### config.mk
export PLATFORM = sky130hd
export DESIGN_NAME = param_ram
export DESIGN_NICKNAME = d
export VERILOG_FILES = /design/src/rtl/param_ram_pkg.sv /design/src/rtl/param_ram_array.sv /design/src/rtl/param_ram.sv
export SDC_FILE = /design/constraint.sdc
export NUM_CORES = 1
export LEC_CHECK = 0
export ABC_CLOCK_PERIOD_IN_PS = 7040
export CAP_MARGIN = 20
export CORE_MARGIN = 2
export CORE_UTILIZATION = 40
export CTS_BUF_LIST = sky130_fd_sc_hd__clkbuf_4
export DETAILED_ROUTE_END_ITERATION = 10
export PLACE_DENSITY_LB_ADDON = 0.1
export RECOVER_POWER = 100
export SYNTH_ARGS = -nofsm -noshare
export SYNTH_HDL_FRONTEND = slang
export SYNTH_SLANG_ARGS = --single-unit
### constraint.sdc
create_clock -name clk -period 7.04 [get_ports clk]
set_input_delay 2.112 -clock clk [delete_from_list [all_inputs] [get_ports clk]]
set_output_delay 2.112 -clock clk [all_outputs]
set_load 0.05 [all_outputs]
### src/rtl/param_ram_pkg.sv
// param_ram_pkg: state encoding and depth helper shared by the param_ram files
package param_ram_pkg;
  typedef enum logic [1:0] {S_CLEAR = 2'd0, S_IDLE = 2'd1, S_BURST = 2'd2} state_e;
  function automatic int depth(input int aw);
    return 1 << aw;
  endfunction
endpackage

### src/rtl/param_ram_array.sv
// ram_array: byte-enable synchronous-write, synchronous-read storage
module ram_array
  import param_ram_pkg::*;
#(
  parameter int DATA_WIDTH = 32,
  parameter int ADDR_WIDTH = 5
) (
  input  logic                    clk,
  input  logic                    rst,
  input  logic                    we_i,
  input  logic                    re_i,
  input  logic [DATA_WIDTH/8-1:0] be_i,
  input  logic [ADDR_WIDTH-1:0]   addr_i,
  input  logic [DATA_WIDTH-1:0]   wdata_i,
  output logic [DATA_WIDTH-1:0]   rdata_o
);
  logic [DATA_WIDTH-1:0] mem_q [depth(ADDR_WIDTH)];
  logic [DATA_WIDTH-1:0] rdata_q;
  always_ff @(posedge clk) begin
    if (we_i)
      for (int i = 0; i < DATA_WIDTH / 8; i++)
        if (be_i[i]) mem_q[addr_i][8*i +: 8] <= wdata_i[8*i +: 8];
  end
  // only the read register is reset; the array itself is zeroed by the clear sweep
  always_ff @(posedge clk) begin
    if (rst) rdata_q <= '0;
    else if (re_i) rdata_q <= mem_q[addr_i];
  end
  assign rdata_o = rdata_q;
endmodule

### src/rtl/param_ram.sv
// param_ram: single-port RAM with byte enables, zero-fill after reset and wrapping burst reads
module param_ram
  import param_ram_pkg::*;
#(
  parameter int DATA_WIDTH = 32,
  parameter int ADDR_WIDTH = 5,
  parameter int LEN_WIDTH  = 4
) (
  input  logic                    clk,
  input  logic                    rst,
  input  logic                    ena,
  input  logic                    wena,
  input  logic [DATA_WIDTH/8-1:0] be,
  input  logic                    burst,
  input  logic [LEN_WIDTH-1:0]    len,
  input  logic [ADDR_WIDTH-1:0]   addr,
  input  logic [DATA_WIDTH-1:0]   din,
  output logic [DATA_WIDTH-1:0]   dout,
  output logic                    dout_valid,
  output logic                    busy
);
  localparam int DEPTH = depth(ADDR_WIDTH);
  state_e                  state_q, state_d;
  logic [ADDR_WIDTH-1:0]   ptr_q, ptr_d, mem_addr;
  logic [LEN_WIDTH-1:0]    cnt_q, cnt_d;
  logic                    valid_q, accept, rd, mem_we, mem_re;
  logic [DATA_WIDTH/8-1:0] mem_be;
  logic [DATA_WIDTH-1:0]   mem_wdata;
  assign accept = state_q == S_IDLE && ena;
  assign rd     = accept && !wena;
  always_ff @(posedge clk) begin
    if (rst) begin
      state_q <= S_CLEAR;
      ptr_q   <= '0;
      cnt_q   <= '0;
      valid_q <= 1'b0;
    end else begin
      state_q <= state_d;
      ptr_q   <= ptr_d;
      cnt_q   <= cnt_d;
      valid_q <= mem_re;
    end
  end
  always_comb begin
    state_d = state_q;
    ptr_d   = ptr_q;
    cnt_d   = cnt_q;
    if (state_q == S_CLEAR) begin
      ptr_d = ptr_q + 1'b1;
      if (ptr_q == ADDR_WIDTH'(DEPTH - 1)) state_d = S_IDLE;
    end else if (state_q == S_BURST) begin
      ptr_d = ptr_q + 1'b1;
      cnt_d = cnt_q - 1'b1;
      if (cnt_q == LEN_WIDTH'(1)) state_d = S_IDLE;
    end else if (rd && burst && len != '0) begin
      state_d = S_BURST;
      ptr_d   = addr + 1'b1;
      cnt_d   = len;
    end
  end
  // clear sweep and bursts drive the array from the pointer, requests from addr
  always_comb begin
    mem_we    = !rst && (state_q == S_CLEAR || (accept && wena));
    mem_re    = state_q == S_BURST || rd;
    mem_be    = state_q == S_CLEAR ? '1 : be;
    mem_wdata = state_q == S_CLEAR ? '0 : din;
    mem_addr  = state_q == S_IDLE ? addr : ptr_q;
  end
  assign busy       = state_q != S_IDLE;
  assign dout_valid = valid_q;
  ram_array #(.DATA_WIDTH(DATA_WIDTH), .ADDR_WIDTH(ADDR_WIDTH)) u_array (
    .clk    (clk),
    .rst    (rst),
    .we_i   (mem_we),
    .re_i   (mem_re),
    .be_i   (mem_be),
    .addr_i (mem_addr),
    .wdata_i(mem_wdata),
    .rdata_o(dout)
  );
endmodule

== Word-level counts from Yosys, hierarchy flattened ==
Memories as Yosys holds them, arrays and structs flattened. A register that Yosys moved wholly into a read port is not among the register bits.
Cells that the tools add are included.
W data, S select, Z words.
Storage, ports and cells
  output and inout port bits: 34
  memories kept: 1
  word-level logic and storage cells: 57
  bits in writable memories: 1024
  flip-flop bits (word level): 12
  bits of input ports: 50
Memories
  u_array.mem_q: depth 32, width 32, read ports 1, clocked after memory_dff 1, write ports 1, line param_ram_array.sv:17  | logic [DATA_WIDTH-1:0] mem_q [depth(ADDR_WIDTH)];
Operators by class
  reduce and logical (&&, ||, !) cells: 16
  equal/unequal tests: 7
  add/sub/neg operators: 3
  multiplexer cells: 25
  bitwise gates (word level): 1
Operator list (count)
  $mux W32: 1
  $mux W5: 4
  $mux W1: 12
  $mux W4: 3
  $add A5 B1 Y5 const B: 2
  $mux W2: 5
  $logic_and A1 B1 Y1: 6
  $eq A5 B5 Y1 const B: 1
  $eq A4 B1 Y1 const B: 1
  $ne A2 B1 Y1 const B: 2
  $reduce_bool A4 Y1: 1
  $sub A4 B1 Y4 const B: 1
  $ne A3 B2 Y1 const B: 1
  $reduce_and A3 Y1: 1
  $reduce_bool A3 Y1: 1
  $eq A2 B1 Y1 const B: 1
  $eq A2 B2 Y1 const B: 1
  $logic_not A1 Y1: 2
  $logic_not A2 Y1: 1
  $logic_or A1 B1 Y1: 2
  $reduce_and A2 Y1: 1
  $reduce_bool A2 Y1: 1
  $not A1 Y1: 1

== Logic depth before layout (Yosys ltp) ==
Gate-level depths: netlist of run 1.
  word-level depth: 8
  depth in mapped cells: 10
  mapped depth without buffers: 9

== Modules after synthesis ==
A second synthesis of run 1 with hierarchy kept.
Unflattened totals
  cell total of the unflattened synthesis: 2198
  area total of the unflattened synthesis: 41820.1 µm²
By module, submodules not included
  ram_array: sequential area each 31390.1 µm², area an instance 40766.6 µm², cells an instance 2069, instances 1
  param_ram: sequential area each 240.2 µm², area an instance 1053.5 µm², cells an instance 129, instances 1

== Worst setup path before layout of run 1 ==
Ideal clock, no wire load.
  path kind: in2reg
  from: input port addr[1]
  to: memory u_array.mem_q[0][10] (enable)
  setup time: 0.370 ns
  arrival time: 3.513 ns
  cell stages on the path: 7
  data required time: 6.670 ns
  buffers on the path: 3
  path slack: 3.157 ns
  cells stage by stage: nor4b_4 a31o_1 buf_2 buf_2 buf_2 nand2_1 nor2_1
Between the ends
  longest elaborated chain between the ends: 1
Ends and longest elaborated chain
  start: declaration: line param_ram.sv:16  | input logic [ADDR_WIDTH-1:0] addr,
  $mux W5: line param_ram.sv:67  | mem_addr = state_q == S_IDLE ? addr : ptr_q;
  end: declaration: line param_ram_array.sv:17
No other way between the ends.

== Worst setup path in the final report of run 1 ==
  from: input port addr[0]
  to: memory u_array.mem_q[13][18] (enable)
The elaborated chain is that of the path after synthesis.

==> results.sh, run 1 <==
export IMPL_synth_distinct_cells=45
export IMPL_route_detailed_drc=0
export IMPL_cts_buffer_depth=4
export IMPL_outcome="finished with violations"
export IMPL_seq_power_share_pct=53.8
export IMPL_cts_sinks=1068
export IMPL_fin_crit_sh_pct=83.10
export IMPL_die_area_sq_um=102900
export IMPL_worst_slack_ns=1.190
export IMPL_worstSetupStartpointType="primary input"
export IMPL_die_w_um=320.8
export IMPL_drive_above_1_share_pct=17.67
export IMPL_violations="max-capacitance violations, max-slew violations"
export IMPL_synthArstFlopShare_pct=0
export IMPL_mostFrequentLayoutCells="edfxtp_1, a22oi_1, clkbuf_4, a21oi_1, nor2_1"
export IMPL_cp_data_arrival_time_ns=6.55
export IMPL_max_slew_margin_pct=-94.94
export IMPL_skew_ns=0.06187
export IMPL_crit_fanout=41
export IMPL_vias_per_cell=5.657
export IMPL_routed_wl_um=108700
export IMPL_worstSetupPathDepth=5
export IMPL_max_stage_delay_ns=1.54
export IMPL_slew_violations=1151
export IMPL_critPathSlowestCell="a31o_1"
export IMPL_clkSlewWorstSetupHoldPaths_ns=0.06
export IMPL_n_fill_cell=8675
export IMPL_cts_resized=0
export IMPL_gp_congestion=0.7976
export IMPL_ys_ff_latch=1068
export IMPL_drt_iter0_drc=2532
export IMPL_synth_seq_area_share_pct=78.81
export IMPL_wl_met2_um=51940
export IMPL_routed_top_layer="met4"
export IMPL_tightest_slew_ns=2.918
export IMPL_synth_fp_nets=2513
export IMPL_cts_buffers=294
export IMPL_grt_pass1_wl_um=158400
export IMPL_row_count=116
export IMPL_switching_share_pct=22.71
export IMPL_rsz0062_at_grt="false"
export IMPL_crit_type="primary input to flop"
export IMPL_setup_viol=0
export IMPL_synth_edf_count=1024
export IMPL_cts_root_buf="clkbuf_4"
export IMPL_ios=84
export IMPL_dr_wl_met3_um=7166
export IMPL_place_hpwl_um=62870
export IMPL_initial_core_util_pct=40.25
export IMPL_cts_tree="yes"
export IMPL_drtPass1Iterations=6
export IMPL_avgRoutedWirePerCell_um=25.98
export IMPL_clkPwrFrac_pct=41.1
export IMPL_ctsHoldBuffers=0
export IMPL_path_delay_family="simple AND/OR/NAND/NOR gates"
export IMPL_period_needed_ns=5.850
export IMPL_syn_area_sq_um=40130
export IMPL_final_seq_area_sq_um=31630
export IMPL_core_area_sq_um=99710
export IMPL_grt_max_degree=97
export IMPL_post_route_util_pct=45.64
export IMPL_port_buffers=83
export IMPL_finalNetCount=2750
export IMPL_insertion_delay_ns=1.13
export IMPL_max_freq_ghz=0.1709
export IMPL_layout_commonest_cell="edfxtp_1"
export IMPL_p_int_mw=9.919
export IMPL_drt_antenna_violating_nets=0
export IMPL_die_y_um=320.8
export IMPL_power_density_nw_per_um2=282.0
export IMPL_reg2reg_depth=3
export IMPL_worstPathCellList="dlygate4sd3_1 > and4bb_1 > a31o_1 > nand2_1 > nor2_1"
export IMPL_final_hold_violation_count=0
export IMPL_combPwrFrac_pct=5.1
export IMPL_maxCapViolCount=36
export IMPL_synthCells=2458
export IMPL_hold_path_class="flop to flop"
export IMPL_holdPathStages=2
export IMPL_grt_ovfl_total=0
export IMPL_antenna_found_initial=7
export IMPL_area_delta_synth_final_pct=13.38
export IMPL_grt_pass1_vias=24160
export IMPL_required_ns=7.74
export IMPL_final_setup_tns_ns=0
export IMPL_multi_input_area_sq_um=7637
export IMPL_cellLeakagePower_nw=14.63
export IMPL_pre_cts_ws_ns=1.392
export IMPL_yosys_warnings=0
export IMPL_yosys_most_used_dff="edfxtp_1"
export IMPL_switchingPower_mw=2.915
export IMPL_met1_length_um=48060
export IMPL_worst_path_buf_inv=1
export IMPL_ir_drop_uv=120.3
export IMPL_num_vias=23680
export IMPL_avgSynthCellArea_sq_um=16.33
export IMPL_post_cts_setup_buffers=0
export IMPL_grt_usage_pct=21.00
export IMPL_htreeDepth=5
export IMPL_endpoint_kind="flop"
per-layer routing:
| layer | up-vias | track usage, % |
|---|---|---|
| li1 | 10590 | - |
| met1 | 12050 | 29.21 |
| met2 | 915 | 33.02 |
| met3 | 119 | 4.931 |
| met4 | 0 | 5.957 |
| met5 | - | 0 |
Yosys cell counts, types with 3 or more instances:
| library cell | number | area, sq um |
|---|---|---|
| buf_6 | 16 | 180.2 |
| inv_1 | 7 | 26.28 |
| dfxtp_1 | 44 | 880.8 |
| o22ai_1 | 3 | 18.77 |
| o21a_1 | 4 | 30.03 |
| a31o_1 | 3 | 26.28 |
| nand3_1 | 3 | 15.01 |
| nand2_1 | 32 | 120.1 |
| clkbuf_1 | 64 | 240.2 |
| a22oi_2 | 24 | 300.3 |
| nor2_1 | 176 | 660.6 |
| nor4_1 | 32 | 200.2 |
| a22oi_1 | 489 | 3671 |
| edfxtp_1 | 1024 | 30750 |
| nor2b_1 | 33 | 206.5 |
| a31oi_1 | 34 | 212.7 |
| o21bai_1 | 32 | 240.2 |
| a21oi_1 | 267 | 1336 |
| buf_1 | 9 | 33.78 |
| o21ai_0 | 5 | 25.02 |
| nor3_1 | 38 | 190.2 |
| ha_1 | 5 | 62.56 |
| mux2i_1 | 3 | 30.03 |
| buf_2 | 85 | 425.4 |
kinds of logic (layout without fill, tap and decap cells):
kind of cell | count (synthesis) | after routing | synth area share [%]
adder cells (fa/ha/maj) | 5 | 5 | 0.1559
AND/OR/NAND/NOR | 327 | 327 | 3.782
flip-flops | 1068 | 1068 | 78.81
buffers and inverters | 183 | 611 | 2.295
AO/OA/AOI/OAI | 866 | 866 | 14.70
other | 0 | 1 | 0
XOR/XNOR | 3 | 3 | 0.06548
multiplexers | 6 | 6 | 0.1871
worst reg2reg max path, stage by stage (launching register included):
cell	delay, ns
dfxtp_1	0.83
nor2_1	0.61
clkbuf_1	0.71
nor2b_1	2.33
power by group through the flow:
stage	clock network (mW)	logic, mW	registers [mW]
2_1_floorplan	0	0.434	7.04
3_3_place_gp	0	0.658	7.04
3_5_place_dp	0	0.659	7.05
4_1_cts	5.42	0.661	6.91
5_1_grt	5.76	0.706	6.91
6_report	5.27	0.652	6.91
final timing paths:
path	startpoint	endpoint	slack, ns
max reg2reg	state_q[0]	u_array.mem_q[7][29]	1.91
min reg2reg	cnt_q[3]	cnt_q[3]	0.50
max	addr[0]	u_array.mem_q[13][18]	1.19
min	cnt_q[3]	cnt_q[3]	0.50
registers in the layout (all words and copies together) (netlist names):
name	cells
u_array.mem_q	1024
u_array.rdata_o	32
ptr_q	5
cnt_q	4
state_q	2
dout_valid	1
through the flow:
step                instances  hold WS [ns]  power (mW)  cell area [sq um]
floorplan                2458        0.4590       7.476              40130
global placement         3697        0.4813       7.702              42280
detailed placement       3697        0.4846       7.705              42280
CTS                      4184        0.4946       12.99              45760
global route             4185        0.5247       13.37              45500
finish                   4185        0.4975       12.83              45500
layout make-up:
class	instances	share of cell area, %
clock inverters	70	0.7699
repair buffers	117	2.422
multi-input cells	1207	16.78
well taps	1298	3.569
diodes	1	0.005499
clock buffers	417	6.880
inverters	7	0.05774
flip-flops and latches	1068	69.51
(Power assumes the default switching activity.)
==> inputs of run 2 (changes only) <==
ABC_CLOCK_PERIOD_IN_PS = 4700   (was 7040)
clock period = 4.7 ns   (was 7.04 ns; I/O delays follow)
==> results.sh, run 2 (same netlist as run 1, synthesis figures left out) <==
export IMPL_outcome="finished with violations"
export IMPL_violations="max-capacitance violations, max-slew violations"
export IMPL_die_area_sq_um=102900
export IMPL_rsz0062_at_grt="false"
export IMPL_cts_sinks=1068
export IMPL_final_hold_violation_count=0
export IMPL_worstSetupStartpointType="primary input"
export IMPL_power_density_nw_per_um2=414.4
export IMPL_required_ns=5.45
export IMPL_insertion_delay_ns=1.16
export IMPL_maxCapViolCount=35
export IMPL_max_stage_delay_ns=1.33
export IMPL_grt_ovfl_total=0
export IMPL_period_needed_ns=4.439
export IMPL_row_count=116
export IMPL_tightest_slew_ns=2.893
export IMPL_cts_resized=0
export IMPL_avgRoutedWirePerCell_um=24.95
export IMPL_gp_congestion=0.7844
export IMPL_final_seq_area_sq_um=31630
export IMPL_hold_path_class="flop to flop"
export IMPL_grt_usage_pct=21.22
export IMPL_max_freq_ghz=0.2253
export IMPL_drt_antenna_violating_nets=0
export IMPL_finalNetCount=2953
export IMPL_post_cts_setup_buffers=0
export IMPL_grt_pass1_vias=24850
export IMPL_endpoint_kind="flop"
export IMPL_final_setup_tns_ns=0
export IMPL_critPathSlowestCell="a31o_1"
export IMPL_regMostFlops="u_array.mem_q"
export IMPL_initial_core_util_pct=40.25
export IMPL_cellLeakagePower_nw=15.12
export IMPL_core_area_sq_um=99710
export IMPL_die_y_um=320.8
export IMPL_vias_per_cell=5.545
export IMPL_skew_ns=0.09662
export IMPL_cts_root_buf="clkbuf_4"
export IMPL_worstPathCellList="clkdlybuf4s50_1 > nor4bb_1 > a31o_1 > nand2_1 > nor2_1 > clkbuf_1"
export IMPL_drive_above_1_share_pct=19.08
export IMPL_port_buffers=83
export IMPL_route_detailed_drc=0
export IMPL_grt_max_degree=59
export IMPL_htreeDepth=5
export IMPL_worst_slack_ns=0.2610
export IMPL_fin_crit_sh_pct=94.45
export IMPL_max_slew_margin_pct=-93.28
export IMPL_ctsHoldBuffers=0
export IMPL_grt_pass1_wl_um=160000
export IMPL_n_fill_cell=8800
export IMPL_clkSlewWorstSetupHoldPaths_ns=0.06
export IMPL_largest_reg_flops=1024
export IMPL_cp_data_arrival_time_ns=5.19
export IMPL_die_w_um=320.8
export IMPL_multi_input_area_sq_um=7662
export IMPL_pre_cts_ws_ns=0.2544
export IMPL_routed_wl_um=109600
export IMPL_num_vias=24340
export IMPL_ir_drop_uv=234.6
export IMPL_place_hpwl_um=65110
export IMPL_setup_viol=0
export IMPL_drt_iter0_drc=2283
export IMPL_crit_type="primary input to flop"
export IMPL_crit_fanout=29
export IMPL_antenna_found_initial=6
export IMPL_cts_buffers=293
export IMPL_slew_violations=1130
export IMPL_drtPass1Iterations=6
export IMPL_cts_buffer_depth=4
export IMPL_mostFrequentLayoutCells="edfxtp_1, a22oi_1, clkbuf_4, a21oi_1, nor2_1"
export IMPL_layout_commonest_cell="edfxtp_1"
export IMPL_area_delta_synth_final_pct=16.21
export IMPL_cts_tree="yes"
export IMPL_ios=84
[run 2: cell count changes in the layout (fill, tap and decap cells not counted), sizes merged]
cell | previous run | this run
buf | 27 | 67
bufinv | 3 | 2
clkbuf | 425 | 603
clkdlybuf4s50 | 46 | 49
clkinv | 59 | 44
diode | 1 | 5
dlygate4sd3 | 36 | 33
inv | 15 | 14
[run 2: per-stage QoR]
step | std cells | power (mW) | hold slack, ns | utilization, % | cell area, sq um
finish | 4390 | 19.33 | 0.5060 | 46.77 | 46640
CTS | 4385 | 19.60 | 0.4983 | 47.52 | 47380
detailed placement | 3901 | 11.62 | 0.4833 | 44.01 | 43880
global placement | 3901 | 11.61 | 0.4805 | 44.01 | 43880
floorplan | 2458 | 11.20 | 0.4590 | - | 40130
global route | 4389 | 20.19 | 0.5563 | 46.77 | 46630
[run 2: layer usage]
metal  part of all wire (%)  global-route usage, %  wire length (um)  up-vias
met5                      0                      0                 0        -
met4                    1.8                  6.176              1929        0
met3                    6.9                  5.279              7577      145
met2                     48                  33.73             52500      921
met1                     43                  28.93             47550    12280
li1                       -                      -                 -    11000
[run 2: worst paths after layout]
path,slack [ns],startpoint,end,cells after the start
max,0.26,addr[1],u_array.mem_q[10][22],6
min,0.51,cnt_q[3],cnt_q[3],2
max reg2reg,0.33,state_q[1],u_array.mem_q[28][17],6
min reg2reg,0.51,cnt_q[3],cnt_q[3],2
[run 2: critical path, delay by kind of cell]
family / cells / cell delay, ns
AO/OA/AOI/OAI: 1 / 1.33
buffers and inverters: 2 / 1.02
AND/OR/NAND/NOR: 3 / 1.39
[run 2: cell type report]
type / instances / area share [%]
timing repair buffer: 321 / 4.671
clock inverter: 53 / 0.5714
inverter: 7 / 0.05634
sequential: 1068 / 67.82
multi-input combinational: 1207 / 16.43
clock buffer: 431 / 6.938
antenna: 5 / 0.02683
tap: 1298 / 3.482
[run 2: power by group]
| part | total [mW] | internal (mW) | switching [mW] |
|---|---|---|---|
| registers | 10.3 | 10.3 | 0.0165 |
| clock network | 7.94 | 4.27 | 3.67 |
| logic | 1.04 | 0.353 | 0.684 |
